File: config.mk
export PLATFORM = sky130hd
export DESIGN_NAME = axi4_burst_splitter
export DESIGN_NICKNAME = d
export VERILOG_FILES = /design/src/rtl/magicore_axi_pkg.sv /design/src/rtl/axi4_split_addr_gen.sv /design/src/rtl/axi4_burst_splitter.sv
export SDC_FILE = /design/constraint.sdc
export NUM_CORES = 1
export LEC_CHECK = 0
export ABC_AREA = 0
export CORE_AREA = 3 3 188 190
export CTS_CLUSTER_SIZE = 40
export DETAILED_ROUTE_END_ITERATION = 10
export DIE_AREA = 0 0 191 193
export SLEW_MARGIN = 20
export SYNTH_ARGS = -nofsm -noshare
export SYNTH_HDL_FRONTEND = slang
export SYNTH_HIERARCHICAL = 1
export SYNTH_SLANG_ARGS = --single-unit
File: constraint.sdc
create_clock -name clk -period 7.53 [get_ports clk]
set_input_delay 1.506 -clock clk [delete_from_list [all_inputs] [get_ports clk]]
set_output_delay 1.506 -clock clk [all_outputs]
set_load 0.005 [all_outputs]
File: src/rtl/magicore_axi_pkg.sv
// Shared AXI4 encodings, FSM state types and response folding for the burst splitter.
package magicore_axi_pkg;

    localparam logic [1:0] RESP_OKAY   = 2'b00;
    localparam logic [1:0] RESP_EXOKAY = 2'b01;
    localparam logic [1:0] RESP_SLVERR = 2'b10;
    localparam logic [1:0] RESP_DECERR = 2'b11;

    localparam logic [1:0] BURST_FIXED = 2'b00;
    localparam logic [1:0] BURST_INCR  = 2'b01;
    localparam logic [1:0] BURST_WRAP  = 2'b10;

    typedef enum logic [1:0] {R_IDLE, R_ADDR, R_DATA} rd_state_t;
    typedef enum logic [1:0] {W_IDLE, W_XFER, W_RESP, W_BRESP} wr_state_t;

    // Worst-of two responses; EXOKAY carries no meaning for a split burst so it folds to OKAY.
    function automatic logic [1:0] resp_max(input logic [1:0] a, input logic [1:0] b);
        logic [1:0] fa;
        logic [1:0] fb;
        fa = (a == RESP_EXOKAY) ? RESP_OKAY : a;
        fb = (b == RESP_EXOKAY) ? RESP_OKAY : b;
        return (fa > fb) ? fa : fb;
    endfunction

endpackage

File: src/rtl/axi4_split_addr_gen.sv
// Next-beat address and legality check for one burst path (INCR/FIXED only).
module axi4_split_addr_gen
    import magicore_axi_pkg::*;
#(
    parameter int ADDR_W = 32,
    parameter int STRB_W = 4
) (
    input  logic [ADDR_W-1:0] i_addr,
    input  logic [2:0]        i_size,
    input  logic [1:0]        i_burst,
    output logic [ADDR_W-1:0] o_next_addr,
    output logic              o_legal
);

    localparam int SIZE_MAX = $clog2(STRB_W);
    localparam logic [ADDR_W-1:0] ONE = {{(ADDR_W-1){1'b0}}, 1'b1};

    assign o_legal = ((i_burst == BURST_INCR) || (i_burst == BURST_FIXED)) &&
                     (int'(i_size) <= SIZE_MAX);

    // Plain ADDR_W-bit addition gives the modulo-2^ADDR_W wrap for free.
    assign o_next_addr = (i_burst == BURST_INCR) ? (i_addr + (ONE << i_size)) : i_addr;

endmodule

File: src/rtl/axi4_burst_splitter.sv
// AXI4 burst-to-single-beat adapter: independent read and write FSMs, one beat outstanding per path.
module axi4_burst_splitter
    import magicore_axi_pkg::*;
#(
    parameter int ADDR_W = 32,
    parameter int DATA_W = 32,
    parameter int ID_W   = 16,
    localparam int STRB_W = DATA_W / 8
) (
    input  logic              clk,
    input  logic              rst,
    input  logic              s_aw_valid,
    output logic              s_aw_ready,
    input  logic [ADDR_W-1:0] s_aw_addr,
    input  logic [ID_W-1:0]   s_aw_id,
    input  logic [7:0]        s_aw_len,
    input  logic [2:0]        s_aw_size,
    input  logic [1:0]        s_aw_burst,
    input  logic              s_w_valid,
    output logic              s_w_ready,
    input  logic [DATA_W-1:0] s_w_data,
    input  logic [STRB_W-1:0] s_w_strb,
    input  logic              s_w_last,
    output logic              s_b_valid,
    input  logic              s_b_ready,
    output logic [ID_W-1:0]   s_b_id,
    output logic [1:0]        s_b_resp,
    input  logic              s_ar_valid,
    output logic              s_ar_ready,
    input  logic [ADDR_W-1:0] s_ar_addr,
    input  logic [ID_W-1:0]   s_ar_id,
    input  logic [7:0]        s_ar_len,
    input  logic [2:0]        s_ar_size,
    input  logic [1:0]        s_ar_burst,
    output logic              s_r_valid,
    input  logic              s_r_ready,
    output logic [DATA_W-1:0] s_r_data,
    output logic [ID_W-1:0]   s_r_id,
    output logic [1:0]        s_r_resp,
    output logic              s_r_last,
    output logic              m_aw_valid,
    input  logic              m_aw_ready,
    output logic [ADDR_W-1:0] m_aw_addr,
    output logic [ID_W-1:0]   m_aw_id,
    output logic [7:0]        m_aw_len,
    output logic [2:0]        m_aw_size,
    output logic [1:0]        m_aw_burst,
    output logic              m_w_valid,
    input  logic              m_w_ready,
    output logic [DATA_W-1:0] m_w_data,
    output logic [STRB_W-1:0] m_w_strb,
    output logic              m_w_last,
    input  logic              m_b_valid,
    output logic              m_b_ready,
    input  logic [ID_W-1:0]   m_b_id,
    input  logic [1:0]        m_b_resp,
    output logic              m_ar_valid,
    input  logic              m_ar_ready,
    output logic [ADDR_W-1:0] m_ar_addr,
    output logic [ID_W-1:0]   m_ar_id,
    output logic [7:0]        m_ar_len,
    output logic [2:0]        m_ar_size,
    output logic [1:0]        m_ar_burst,
    input  logic              m_r_valid,
    output logic              m_r_ready,
    input  logic [DATA_W-1:0] m_r_data,
    input  logic [ID_W-1:0]   m_r_id,
    input  logic [1:0]        m_r_resp,
    input  logic              m_r_last,
    output logic              err_proto,
    output rd_state_t         o_dbg_rd_state,
    output wr_state_t         o_dbg_wr_state
);

    // Handshakes: a transfer happens on the rising edge where valid and ready are both high;
    // every valid we drive holds its payload until accepted.

    rd_state_t         r_rd_state;
    logic              r_s_ar_ready, r_m_ar_valid, r_rd_err;
    logic [ADDR_W-1:0] r_rd_addr;
    logic [ID_W-1:0]   r_rd_id;
    logic [7:0]        r_rd_len, r_rd_beat;
    logic [2:0]        r_rd_size;
    logic [1:0]        r_rd_burst;

    wr_state_t         r_wr_state;
    logic              r_s_aw_ready, r_m_aw_valid, r_m_b_ready, r_s_b_valid;
    logic              r_wr_err, r_aw_sent, r_w_sent, r_err_proto;
    logic [ADDR_W-1:0] r_wr_addr;
    logic [ID_W-1:0]   r_wr_id;
    logic [7:0]        r_wr_len, r_wr_beat;
    logic [2:0]        r_wr_size;
    logic [1:0]        r_wr_burst, r_acc_resp;

    logic [ADDR_W-1:0] w_rd_next, w_wr_next;
    logic              w_rd_legal, w_wr_legal;
    logic [2:0]        w_rd_size, w_wr_size;
    logic [1:0]        w_rd_burst, w_wr_burst;
    logic              w_rd_last, w_s_r_valid, w_r_hs;
    logic              w_wr_last, w_w_open, w_s_w_ready, w_w_hs, w_aw_hs, w_b_done;
    logic [1:0]        w_b_resp_in;
    logic              w_unused;

    // While idle the checker sees the incoming request so legality is known at accept time.
    assign w_rd_size  = (r_rd_state == R_IDLE) ? s_ar_size  : r_rd_size;
    assign w_rd_burst = (r_rd_state == R_IDLE) ? s_ar_burst : r_rd_burst;
    assign w_wr_size  = (r_wr_state == W_IDLE) ? s_aw_size  : r_wr_size;
    assign w_wr_burst = (r_wr_state == W_IDLE) ? s_aw_burst : r_wr_burst;

    axi4_split_addr_gen #(.ADDR_W(ADDR_W), .STRB_W(STRB_W)) u_rd_gen (
        .i_addr(r_rd_addr), .i_size(w_rd_size), .i_burst(w_rd_burst),
        .o_next_addr(w_rd_next), .o_legal(w_rd_legal)
    );

    axi4_split_addr_gen #(.ADDR_W(ADDR_W), .STRB_W(STRB_W)) u_wr_gen (
        .i_addr(r_wr_addr), .i_size(w_wr_size), .i_burst(w_wr_burst),
        .o_next_addr(w_wr_next), .o_legal(w_wr_legal)
    );

    assign w_rd_last   = (r_rd_beat == r_rd_len);
    assign w_s_r_valid = (r_rd_state == R_DATA) && (r_rd_err || m_r_valid);
    assign w_r_hs      = w_s_r_valid && s_r_ready;

    always_ff @(posedge clk or posedge rst) begin
        if (rst) begin
            r_rd_state   <= R_IDLE;
            r_s_ar_ready <= 1'b0;
            r_m_ar_valid <= 1'b0;
            r_rd_err     <= 1'b0;
            r_rd_addr    <= '0;
            r_rd_id      <= '0;
            r_rd_len     <= '0;
            r_rd_beat    <= '0;
            r_rd_size    <= '0;
            r_rd_burst   <= '0;
        end else begin
            case (r_rd_state)
                R_IDLE: begin
                    r_s_ar_ready <= 1'b1;
                    if (r_s_ar_ready && s_ar_valid) begin
                        r_rd_addr    <= s_ar_addr;
                        r_rd_id      <= s_ar_id;
                        r_rd_len     <= s_ar_len;
                        r_rd_size    <= s_ar_size;
                        r_rd_burst   <= s_ar_burst;
                        r_rd_beat    <= '0;
                        r_rd_err     <= !w_rd_legal;
                        r_s_ar_ready <= 1'b0;
                        r_m_ar_valid <= w_rd_legal;
                        r_rd_state   <= w_rd_legal ? R_ADDR : R_DATA;
                    end
                end
                R_ADDR: begin
                    if (m_ar_ready) begin
                        r_m_ar_valid <= 1'b0;
                        r_rd_state   <= R_DATA;
                    end
                end
                R_DATA: begin
                    if (w_r_hs) begin
                        if (w_rd_last) begin
                            r_rd_state <= R_IDLE;
                        end else begin
                            r_rd_beat <= r_rd_beat + 8'd1;
                            r_rd_addr <= w_rd_next;
                            if (!r_rd_err) begin
                                r_rd_state   <= R_ADDR;
                                r_m_ar_valid <= 1'b1;
                            end
                        end
                    end
                end
                default: r_rd_state <= R_IDLE;
            endcase
        end
    end

    assign w_wr_last   = (r_wr_beat == r_wr_len);
    assign w_w_open    = (r_wr_state == W_XFER) && !r_w_sent;
    assign w_s_w_ready = w_w_open && (r_wr_err || m_w_ready);
    assign w_w_hs      = w_s_w_ready && s_w_valid;
    assign w_aw_hs     = r_m_aw_valid && m_aw_ready;
    assign w_b_done    = (r_wr_state == W_RESP) && (r_wr_err || (r_m_b_ready && m_b_valid));
    assign w_b_resp_in = r_wr_err ? RESP_SLVERR : m_b_resp;

    always_ff @(posedge clk or posedge rst) begin
        if (rst) begin
            r_wr_state   <= W_IDLE;
            r_s_aw_ready <= 1'b0;
            r_m_aw_valid <= 1'b0;
            r_m_b_ready  <= 1'b0;
            r_s_b_valid  <= 1'b0;
            r_wr_err     <= 1'b0;
            r_aw_sent    <= 1'b0;
            r_w_sent     <= 1'b0;
            r_err_proto  <= 1'b0;
            r_wr_addr    <= '0;
            r_wr_id      <= '0;
            r_wr_len     <= '0;
            r_wr_beat    <= '0;
            r_wr_size    <= '0;
            r_wr_burst   <= '0;
            r_acc_resp   <= RESP_OKAY;
        end else begin
            case (r_wr_state)
                W_IDLE: begin
                    r_s_aw_ready <= 1'b1;
                    if (r_s_aw_ready && s_aw_valid) begin
                        r_wr_addr    <= s_aw_addr;
                        r_wr_id      <= s_aw_id;
                        r_wr_len     <= s_aw_len;
                        r_wr_size    <= s_aw_size;
                        r_wr_burst   <= s_aw_burst;
                        r_wr_beat    <= '0;
                        r_acc_resp   <= RESP_OKAY;
                        r_wr_err     <= !w_wr_legal;
                        r_aw_sent    <= !w_wr_legal;
                        r_w_sent     <= 1'b0;
                        r_m_aw_valid <= w_wr_legal;
                        r_s_aw_ready <= 1'b0;
                        r_wr_state   <= W_XFER;
                    end
                end
                W_XFER: begin
                    if (w_aw_hs) begin
                        r_m_aw_valid <= 1'b0;
                        r_aw_sent    <= 1'b1;
                    end
                    if (w_w_hs) begin
                        r_w_sent <= 1'b1;
                        if (s_w_last != w_wr_last) begin
                            r_err_proto <= 1'b1;
                            r_acc_resp  <= RESP_SLVERR;
                        end
                    end
                    if ((r_aw_sent || w_aw_hs) && (r_w_sent || w_w_hs)) begin
                        r_wr_state  <= W_RESP;
                        r_m_b_ready <= !r_wr_err;
                    end
                end
                W_RESP: begin
                    if (w_b_done) begin
                        r_m_b_ready <= 1'b0;
                        r_acc_resp  <= resp_max(r_acc_resp, w_b_resp_in);
                        if (w_wr_last) begin
                            r_s_b_valid <= 1'b1;
                            r_wr_state  <= W_BRESP;
                        end else begin
                            r_wr_beat    <= r_wr_beat + 8'd1;
                            r_wr_addr    <= w_wr_next;
                            r_aw_sent    <= r_wr_err;
                            r_w_sent     <= 1'b0;
                            r_m_aw_valid <= !r_wr_err;
                            r_wr_state   <= W_XFER;
                        end
                    end
                end
                W_BRESP: begin
                    if (s_b_ready) begin
                        r_s_b_valid <= 1'b0;
                        r_wr_state  <= W_IDLE;
                    end
                end
                default: r_wr_state <= W_IDLE;
            endcase
        end
    end

    assign s_ar_ready = r_s_ar_ready;
    assign m_ar_valid = r_m_ar_valid;
    assign m_ar_addr  = r_rd_addr;
    assign m_ar_id    = r_rd_id;
    assign m_ar_len   = 8'd0;
    assign m_ar_size  = r_rd_size;
    assign m_ar_burst = BURST_INCR;
    assign m_r_ready  = (r_rd_state == R_DATA) && !r_rd_err && s_r_ready;
    assign s_r_valid  = w_s_r_valid;
    assign s_r_data   = r_rd_err ? '0 : m_r_data;
    assign s_r_resp   = r_rd_err ? RESP_SLVERR : m_r_resp;
    assign s_r_id     = r_rd_id;
    assign s_r_last   = w_rd_last;

    assign s_aw_ready = r_s_aw_ready;
    assign m_aw_valid = r_m_aw_valid;
    assign m_aw_addr  = r_wr_addr;
    assign m_aw_id    = r_wr_id;
    assign m_aw_len   = 8'd0;
    assign m_aw_size  = r_wr_size;
    assign m_aw_burst = BURST_INCR;
    assign s_w_ready  = w_s_w_ready;
    assign m_w_valid  = w_w_open && !r_wr_err && s_w_valid;
    assign m_w_data   = s_w_data;
    assign m_w_strb   = s_w_strb;
    assign m_w_last   = 1'b1;
    assign m_b_ready  = r_m_b_ready;
    assign s_b_valid  = r_s_b_valid;
    assign s_b_id     = r_wr_id;
    assign s_b_resp   = r_acc_resp;
    assign err_proto  = r_err_proto;

    assign o_dbg_rd_state = r_rd_state;
    assign o_dbg_wr_state = r_wr_state;

    // Downstream ids and R last are not trusted; the latched burst state is authoritative.
    assign w_unused = &{1'b0, m_b_id, m_r_id, m_r_last};

endmodule

==> results_dict.tcl <==
set metrics [dict create \
    netlist_instances 1147 \
    yosys.area.top_type "dfrtp_1" \
    worst-endpoint-arrival_ns 5.09 \
    vdd_drop_max_mv 0.178 \
    path_max_fanout 9 \
    clk_latency_ns 0.44 \
    max_freq_ghz 0.211 \
    min_period_over_period 0.628 \
    drt-vias-per-instance 5.07 \
    synth_edf_count 0 \
    synth_xor_area_frac 0.0619 \
    first_global_vias 9068 \
    power_density_mw_per_mm2 443 \
    yosysWarnings 6 \
    clkPwrFrac 0.145 \
    p_switching_uw 2730 \
    slew_violations 0 \
    clk_path_buf_depth 2 \
    htreeDepth 4 \
    pwr-share-comb 0.594 \
    overflow 0 \
    drtIter0Drc 451 \
    cts_tree "yes" \
    status "finished, final reports clean" \
    grt_max_degree 74 \
    io_pins 483 \
    yosysMostFrequentCell "dfrtp_1" \
    path_clk_slew_ns 0.06 \
    dr.pass1.iters 5 \
    initial_core_util 0.320 \
    seq_area_frac_synth 0.361 \
    row_count 67 \
    wirelength_mm 35.1 \
    cts-root-buf "clkbuf_16" \
    critical-path-max-stage-delay_ns 0.83 \
    drive_above_1_share 0.105 \
    p_leak_uw 0.00589 \
    swShare 0.420 \
    antenna_found_initial 2 \
    fin_util 0.437 \
    end_kind "flip-flop" \
    area_delta_synth_final_pct 36.7 \
    tightest_slew_ns 1.04 \
    cts_resized 0 \
    whs_ns 0.476 \
    critical_path_class "primary input to flip-flop" \
    grt_pass1_wl_mm 53.4 \
    slowest_stage "o311ai_1" \
    rsz0062_at_grt "no" \
    ant_nets 0 \
    synth_area_leaders "dfrtp_1, mux2_2, buf_4" \
    startpoint_type "primary input" \
    fin_crit_ns 4.73 \
    synth-seq-cells 155 \
    die-area_sq_mm 0.0369 \
    post_drt_wl_per_cell_microns 18.9 \
    numCtsBuffers 17 \
    drv_cap 0 \
    hold_path.class "flip-flop to flip-flop" \
    skew_ns 0.0125 \
    netlist-cell-type-count 77 \
    synth-compound-area-share 0.194 \
    required_ns 7.89 \
    nNetsFinal 1666 \
    hpwl_mm 26.2 \
    cp_common_cell "nor3_1" \
    gp_congestion 0.828 \
    drc_errors 0 \
    fp.dieH_microns 193 \
    fp.dieW_microns 191 \
    grt.total_usage 0.184 \
    synth_area_per_cell_sq_um 9.37 \
    coreArea_sq_mm 0.0336 \
    max-slew-margin-rel 0.303 \
    fillers 3267 \
    power_frac_seq 0.262 \
    setup_tns_ns 0 \
    synthAdderAreaFrac 0.0386 \
    num_vias 9409 \
    yosys.area_share.simple 0.155 \
    path_cells "clkdlybuf4s50_1 -> mux2_2 -> nor3_1 -> ha_1 -> fa_1 -> a211oi_1 -> o21ai_0 -> o311ai_1 -> nor3_1 -> xnor2_1 -> nand2_1 -> a2bb2oi_1 -> o2bb2ai_1" \
    postCtsHoldBufs 0 \
    power.internal_uw 3780 \
    post-cts-setup-buffer-count 0 \
    setup_viol 0 \
    synthArstFlopShare 1.00 \
    finalHoldViolCount 0 \
    synth_common_cells "dfrtp_1, buf_4, nand2_1" \
    syn_area_sq_mm 0.0108 \
    ys.flop_type "dfrtp_1" \
    clkSinkCount 155 \
    io_buffers 356 \
    synth_top_area_frac 0.361 \
    yosys-mux-area-fraction 0.0885 \
    synth_top_family_by_area "compound AO/OA/AOI/OAI gates" \
]
[cell type report]
type	count	area, sq um	area share
clock inverter	9	161	0.0110
inverter	22	87.6	0.00596
clock buffer	22	464	0.0316
sequential	155	3880	0.264
tap	448	561	0.0381
multi-input combinational	829	5880	0.400
timing repair buffer	369	3660	0.249
antenna	1	2.50	0.000170
[final timing paths]
kind / cells after the start / slack, ns / to / start
max: 13 / 2.80 / m_ar_addr[30] / s_ar_size[2]
min: 1 / 0.48 / err_proto / err_proto
max reg2reg: 14 / 3.08 / m_ar_addr[30] / o_dbg_rd_state[1]
min reg2reg: 1 / 0.48 / err_proto / err_proto
max in group asynchronous: 3 / 4.81 / m_ar_addr[11] / rst
min in group asynchronous: 2 / 1.56 / r_wr_err / rst
[flip-flops by register name, summed over array words and instances, names as in the netlist, 2 cells and up]
name and count:
r_rd_len 8, m_aw_addr 32, r_wr_beat 8, r_wr_len 8, m_aw_size 3, r_rd_beat 8
r_rd_burst 2, m_ar_addr 32, o_dbg_rd_state 2, r_wr_burst 2, m_ar_size 3, m_ar_id 16
s_b_resp 2, m_aw_id 16, o_dbg_wr_state 2
[critical path: cells and delay by family]
family	cells	cell delay (ns)
adder cells (fa/ha/maj)	2	0.67
XOR/XNOR	1	0.18
multiplexers	1	0.30
buffers and inverters	1	0.48
AO/OA/AOI/OAI	5	1.64
AND/OR/NAND/NOR	3	0.30
[routing by layer]
layer | global-route usage | share of wire
met1 | 0.245 | 0.45
met2 | 0.304 | 0.48
met3 | 0.0400 | 0.059
met4 | 0.0505 | 0.014
met5 | 0 | 0.00034
[cells by family (layout without fill, tap and decap cells)]
logic type	after synthesis	count (layout)
AOI/OAI and AO/OA	307	307
DFF	155	155
muxes	86	86
xor gates and xnor gates	76	76
other	2	22
adders and majority gates	32	32
and+or+nand+nor	307	307
buffers and inverters	182	422
[cell usage in the layout, fill, tap and decap left out, drive strengths merged, types with 14 or more instances in the layout]
cell type / instances
a21oi: 65
a2bb2oi: 23
clkbuf: 22
clkdlybuf4s50: 356
conb: 21
dfrtp: 155
ha: 30
inv: 23
mux2: 72
mux2i: 14
nand2: 94
nand3: 21
nand4: 14
nor2: 46
nor2b: 38
nor3: 18
o21ai: 42
o22ai: 74
o2bb2ai: 26
xnor2: 35
xor2: 41
[power by group through the flow]
stage | combinational (uW) | sequential, uW | clock [uW]
after floorplan | 2480 | 1620 | 0
final | 3870 | 1700 | 942
after global routing | 4250 | 1780 | 1010
after global placement | 3830 | 1710 | 0
after CTS | 3900 | 1710 | 972
after detailed placement | 3890 | 1720 | 0
[through the flow]
stage | cells | area (sq um) | power [uW] | setup WS (ns)
2_1_floorplan | 1166 | 10800 | 4100 | 1.85
3_3_place_gp | 1823 | 14100 | 5540 | 2.39
3_5_place_dp | 1823 | 14100 | 5610 | 2.36
4_1_cts | 1854 | 14700 | 6590 | 2.80
5_1_grt | 1855 | 14700 | 7030 | 2.47
6_report | 1855 | 14700 | 6510 | 2.80
Note: power is estimated with default switching activity, not from simulation.
